File: src/rtl/cpu_pkg.sv
// Shared types, instruction field layout and helpers for the lab-datapath control unit.
package cpu_pkg;

    localparam int unsigned INST_W    = 16;
    localparam int unsigned REG_IDX_W = 3;
    localparam int unsigned OP_W      = 3;
    localparam int unsigned IMM8_W    = 8;
    localparam int unsigned FMT_W     = 2;

    localparam int unsigned RX_LSB  = 13;
    localparam int unsigned RY_LSB  = 10;
    localparam int unsigned IMM_LSB = 5;
    localparam int unsigned OP_LSB  = 2;
    localparam int unsigned FMT_LSB = 0;

    typedef enum logic [2:0] {
        IDLE   = 3'd0,
        LOAD_A = 3'd1,
        EXEC   = 3'd2,
        WRITE  = 3'd3,
        MOVE   = 3'd4,
        ERR    = 3'd5
    } state_e;

    typedef enum logic [1:0] {
        FMT_R   = 2'b00,
        FMT_I   = 2'b01,
        FMT_MV  = 2'b10,
        FMT_BAD = 2'b11
    } fmt_e;

    typedef enum logic {
        SRC_IMM = 1'b0,
        SRC_G   = 1'b1
    } bus_src_e;

    typedef struct packed {
        logic [REG_IDX_W-1:0] rx;
        logic [REG_IDX_W-1:0] ry;
        logic [OP_W-1:0]      op;
        fmt_e                 fmt;
        logic                 illegal;
    } dec_t;

    // Bus-select codes above the register range: immediate first, then G.
    function automatic int unsigned mux_code(input int unsigned nregs, input bus_src_e src);
        return (src == SRC_G) ? nregs + 1 : nregs;
    endfunction

    // Register indices must exist; ry only matters for the formats that read it.
    function automatic logic inst_illegal(input logic [REG_IDX_W-1:0] rx,
                                          input logic [REG_IDX_W-1:0] ry,
                                          input fmt_e                 fmt,
                                          input int unsigned          nregs);
        logic rx_bad;
        logic ry_bad;
        rx_bad = 32'(rx) >= nregs;
        ry_bad = (fmt != FMT_I) && (32'(ry) >= nregs);
        return (fmt == FMT_BAD) || rx_bad || ry_bad;
    endfunction

endpackage

File: src/rtl/cpu_decode.sv
// Combinational field decode of a latched instruction, including immediate extension.
module cpu_decode
    import cpu_pkg::*;
#(
    parameter int unsigned DATA_W     = 16,
    parameter int unsigned NREGS      = 8,
    parameter int unsigned IMM_SIGNED = 0
) (
    input  logic [INST_W-1:0] inst,
    output dec_t              dec,
    output logic [DATA_W-1:0] imm_ext
);

    logic [REG_IDX_W-1:0] rx;
    logic [REG_IDX_W-1:0] ry;
    logic [OP_W-1:0]      op;
    logic [IMM8_W-1:0]    imm8;
    fmt_e                 fmt;
    logic                 ext_bit;

    assign rx   = inst[RX_LSB +: REG_IDX_W];
    assign ry   = inst[RY_LSB +: REG_IDX_W];
    assign op   = inst[OP_LSB +: OP_W];
    assign imm8 = inst[IMM_LSB +: IMM8_W];
    assign fmt  = fmt_e'(inst[FMT_LSB +: FMT_W]);

    assign dec = '{
        rx:      rx,
        ry:      ry,
        op:      op,
        fmt:     fmt,
        illegal: inst_illegal(rx, ry, fmt, NREGS)
    };

    // Replicate the extension bit above imm8, then keep the low DATA_W bits.
    assign ext_bit = (IMM_SIGNED != 0) && imm8[IMM8_W-1];
    assign imm_ext = DATA_W'({{DATA_W{ext_bit}}, imm8});

endmodule

File: src/rtl/cpu_ctrl.sv
// Multi-cycle control unit: latches one instruction per run handshake and sequences
// bus-select, register-enable and ALU-op controls as Moore decodes of state and inst_q.
module cpu_ctrl
    import cpu_pkg::*;
#(
    parameter  int unsigned DATA_W     = 16,
    parameter  int unsigned NREGS      = 8,
    parameter  int unsigned IMM_SIGNED = 0,
    localparam int unsigned MUX_W      = $clog2(NREGS + 2)
) (
    input  logic              clk,
    input  logic              reset_n,
    input  logic              run,
    input  logic [INST_W-1:0] d_inst,
    output logic              busy,
    output logic              en_inst,
    output logic [MUX_W-1:0]  mux_sel,
    output logic [DATA_W-1:0] im_d,
    output logic [OP_W-1:0]   sel,
    output logic              en_s,
    output logic              en_c,
    output logic [NREGS-1:0]  en,
    output logic              done,
    output logic              err
);

    state_e            state_q;
    state_e            state_d;
    logic [INST_W-1:0] inst_q;
    dec_t              dec;
    logic [NREGS-1:0]  rx_onehot;
    logic              accept;
    fmt_e              new_fmt;
    logic              new_illegal;

    cpu_decode #(
        .DATA_W     (DATA_W),
        .NREGS      (NREGS),
        .IMM_SIGNED (IMM_SIGNED)
    ) u_decode (
        .inst    (inst_q),
        .dec     (dec),
        .imm_ext (im_d)
    );

    // Dispatch needs only the format and legality of the incoming word.
    assign new_fmt     = fmt_e'(d_inst[FMT_LSB +: FMT_W]);
    assign new_illegal = inst_illegal(d_inst[RX_LSB +: REG_IDX_W],
                                      d_inst[RY_LSB +: REG_IDX_W], new_fmt, NREGS);

    assign accept    = (state_q == IDLE) && run;
    assign rx_onehot = dec.illegal ? '0 : NREGS'(1) << dec.rx;

    always_ff @(posedge clk or negedge reset_n) begin
        if (!reset_n) begin
            state_q <= IDLE;
            inst_q  <= '0;
        end else begin
            state_q <= state_d;
            if (accept) begin
                inst_q <= d_inst;
            end
        end
    end

    always_comb begin
        state_d = IDLE;
        busy    = 1'b0;
        en_inst = 1'b0;
        mux_sel = '0;
        sel     = '0;
        en_s    = 1'b0;
        en_c    = 1'b0;
        en      = '0;
        done    = 1'b0;
        err     = 1'b0;
        case (state_q)
            IDLE: begin
                // No acceptance edge can occur while reset is held.
                en_inst = run && reset_n;
                if (run) begin
                    if (new_illegal) begin
                        state_d = ERR;
                    end else if (new_fmt == FMT_MV) begin
                        state_d = MOVE;
                    end else begin
                        state_d = LOAD_A;
                    end
                end
            end
            LOAD_A: begin
                busy    = 1'b1;
                mux_sel = MUX_W'(dec.rx);
                en_s    = 1'b1;
                state_d = EXEC;
            end
            EXEC: begin
                busy    = 1'b1;
                mux_sel = (dec.fmt == FMT_I) ? MUX_W'(mux_code(NREGS, SRC_IMM))
                                             : MUX_W'(dec.ry);
                sel     = dec.op;
                en_c    = 1'b1;
                state_d = WRITE;
            end
            WRITE: begin
                busy    = 1'b1;
                mux_sel = MUX_W'(mux_code(NREGS, SRC_G));
                en      = rx_onehot;
                done    = 1'b1;
            end
            MOVE: begin
                busy    = 1'b1;
                mux_sel = MUX_W'(dec.ry);
                en      = rx_onehot;
                done    = 1'b1;
            end
            ERR: begin
                busy = 1'b1;
                err  = 1'b1;
                done = 1'b1;
            end
            default: begin
                state_d = IDLE;
            end
        endcase
    end

endmodule

File: config.mk
export PLATFORM = sky130hd
export DESIGN_NAME = cpu_ctrl
export DESIGN_NICKNAME = d
export VERILOG_FILES = /design/src/rtl/cpu_pkg.sv /design/src/rtl/cpu_decode.sv /design/src/rtl/cpu_ctrl.sv
export SDC_FILE = /design/constraint.sdc
export NUM_CORES = 1
export LEC_CHECK = 0
export CORE_UTILIZATION = 40
export CTS_BUF_LIST = sky130_fd_sc_hd__clkbuf_8
export DETAILED_ROUTE_END_ITERATION = 16
export PLACE_DENSITY = 0.86
export SLEW_MARGIN = 15
export SYNTH_ARGS = -nofsm -noshare
export SYNTH_HDL_FRONTEND = slang
export SYNTH_SLANG_ARGS = --single-unit
File: constraint.sdc
create_clock -name clk -period 2.3 [get_ports clk]
set_clock_uncertainty 0.1 [all_clocks]
set_input_delay 0.575 -clock clk [delete_from_list [all_inputs] [get_ports clk]]
set_output_delay 0.575 -clock clk [all_outputs]
set_load 0.005 [all_outputs]
==> summary.txt <==
Clock tree
  • CTS buffer count: 3
  • Clock Path Buffers: 2
  • Clock-pin slew on the worst setup and hold paths: ~0.07 ns
  • Worst-Skew Late Latency: ~0.25 ns
  • Root buf cell: clkbuf_8
  • Clock Sinks: 19
  • CTS tree: yes
  • H-tree Lvls: 1
  • Hold_buf cts: 0

Routing
  • Number of detailed-route iterations in the first pass: 4
  • Routed len/inst: approximately 15 µm
  • Via count: about 1,000
  • Number of antenna-violating nets in the routed design: 0
  • Routed wire length: 2.843 mm
  • Drt drc: 0
  • Vias per cell: 5.015
  • Iteration-0 DRC Markers: 11

Hold path
  • Hold path depth: 1
  • Hold Crit Class: register to register

Power and ir drop
  • Power Dens Cells: 1229 nW/µm²
  • Pleak: approximately 0.86 nW
  • Maximum VDD drop: roughly 0.0009 V
  • Tot Pwr: around 2.2 mW

GRT
  • First-pass GRT wire length: around 3.9 mm
  • Initial antenna violation count: 0
  • Largest net degree at the start of global routing: 20
  • Grt ovf: 0
  • GRT Total Usage: around a fifth
  • Vias in the first global route: slightly below 900

Timing
  • Minimum clock period: between 2 and 2.5 ns
  • WHS: approximately 0.40 ns
  • Tcrit/Tclk final: 102.3%
  • Number of hold violations in the final report: 0
  • Setup violators final: 5
  • RSZ-0062 raised after global routing: true
  • Max frequency: around 430 MHz
  • Final count of pins violating max slew: 0
  • Post-route setup slack: -0.05225 ns

Worst setup path
  • Worst endpoint required time: between 1.5 and 2 ns
  • Startpoint Class: register
  • Slowest stage delay, CP: 0.42 ns
  • Kind of critical path: register to output pin
  • Crit-path cells: buf_6, nor3b_4, buf_6, o21ai_4, buf_6, buf_6, nor2_2, buf_2
  • CP max stage cell: dfrtp_1
  • Cells on worst reg2reg path: 6
  • Crit-path max FO: 4
  • Data arrival, critical path: roughly 1.7 ns
  • CP endpoint kind: output pin
  • Most common cell on crit path: buf_6

Status
  • Status: complete, but fails checks
  • Failing checks: setup timing

Yosys
  • Syn avg cell area: ~11 µm²
  • Async SR Flop Fraction: 100.0%
  • Main synth FF type: dfrtp_1
  • EDFF count, synth: 0
  • Yosys warnings: 0
  • Register area share after synthesis: between 40 and 50%
  • Post-synth top area cell: dfrtp_1
  • Yosys top cell area share: 42.84%
  • Synthesized area: 1110 µm²
  • Yosys cell types: 29
  • Seq cells post-synth: 19
  • Cell count after synthesis: 102
  • Synth top area cells: dfrtp_1 43%, mux2_2 10%, mux2_4 9.5%

Placed design
  • Gpl congestion: approximately 0.79
  • Pre-CTS setup slack: -0.3419 ns
  • PortBufs: 47
  • # placed instances: between 150 and 200
  • Post-DP HPWL: between 1.5 and 2 mm

Die
  • Die height: between 50 and 60 µm
  • Full die area: ~3000 µm²
  • Row count: 18
  • Starting Density: 43.61%
  • Total core area: between 2000 and 3000 µm²
  • Die width: around 55 µm
  • # IOs: 56

Finish
  • Finished Layout Cells: roughly 200
  • Nets@finish: between 150 and 200
  • Antenna diodes: 0
  • Layout area overhead: 60.65%
  • Ratio of cells with drive above 1 in the final layout: between 40% and 50%
  • Fin util: between 70 and 80%

Run
  • MaxCap Viol Count: 0
power by group:
part / switching [mW] / internal, mW
sequential: 0.157 / 0.501
clock: 0.109 / 0.122
combinational: 0.503 / 0.800
critical path: cells and delay by family, from the launching register on:
family                 cells  cell delay (ns)
buffers and inverters      5             0.63
DFF                        1             0.42
and+or+nand+nor            2             0.30
AOI/OAI and AO/OA          1             0.07
final cells by class:
class                           count  area (µm²)
Tap cell                           30       37.54
Timing Repair Buffer               68       595.6
Fill cell                         187       762.0
Inverter                            2       10.01
Sequential cell                    19       475.5
Multi-Input combinational cell     72       615.6
Clock buffer                        3       41.29
Clock inverter                      1       7.507
Yosys cell counts (2+ instances only):
cell        n
a21oi_1     2
a22oi_1     2
and2_1      5
and3b_1     2
buf_2       2
buf_4      12
dfrtp_1    19
inv_1       2
mux2_2     10
mux2_4      7
nand2_1     5
nor2_1     10
nor2b_1     3
nor3b_1     3
o21ai_0     3
o2bb2ai_1   2
stage by stage:
| stage | TNS (ns) | instance area [µm²] |
|---|---|---|
| floorplan | 0 | 1136 |
| global placement | -0.3063 | 1588 |
| detailed placement | -0.3951 | 1588 |
| CTS | -0.2488 | 1739 |
| global route | -0.5640 | 1783 |
| finish | -0.2166 | 1783 |
cell usage in the layout (no fill, tap or decap), types with 3 or more instances in the layout:
| cell type | instances |
|---|---|
| buf_6 | 9 |
| nor2_2 | 4 |
| dlygate4sd2_1 | 3 |
| mux2_4 | 7 |
| clkdlybuf4s50_1 | 26 |
| nor2_1 | 5 |
| and2_1 | 5 |
| dlymetal6s2s_1 | 3 |
| buf_2 | 9 |
| o21ai_0 | 3 |
| buf_4 | 12 |
| dfrtp_1 | 19 |
| clkbuf_2 | 5 |
| clkbuf_8 | 3 |
| nand2_1 | 5 |
| conb_1 | 8 |
| mux2_2 | 10 |
sequential cells by signal, summed over array words and instances, names as in the netlist:
| name | count |
|---|---|
| state_q | 3 |
| inst_q | 16 |
worst paths after layout:
check                            from    endpoint  slack, ns
min in group asynchronous     reset_n  inst_q[14]       0.58
setup reg to reg           state_q[0]  inst_q[12]       0.27
setup / recovery           state_q[1]       en[5]      -0.05
max in group asynchronous     reset_n  inst_q[12]       1.33
hold / removal              inst_q[4]   inst_q[4]       0.40
hold reg to reg             inst_q[4]   inst_q[4]       0.40
per-layer routing:
| layer | part of all wire [%] | track usage (%) |
|---|---|---|
| met1 | 39 | 22.70 |
| met2 | 55 | 33.53 |
| met3 | 5.4 | 4.444 |
| met4 | 0.35 | 5.556 |
| met5 | 0 | 0 |
cell families after synthesis:
| logic type | share of synthesized area, % |
|---|---|
| buffers and inverters | 11.95 |
| DFF | 42.84 |
| other | 0.3379 |
| muxes | 19.62 |
| and+or+nand+nor | 18.26 |
| AOI/OAI and AO/OA | 6.989 |
repair_timing:
| item | CTS | global route |
|---|---|---|
| endpoints found under the setup margin | 19 | 15 |
| setup buffers | 10 | 4 |
| pin swaps | 4 | 6 |
| resized for setup | 50 | 38 |
(Power assumes the default switching activity.)
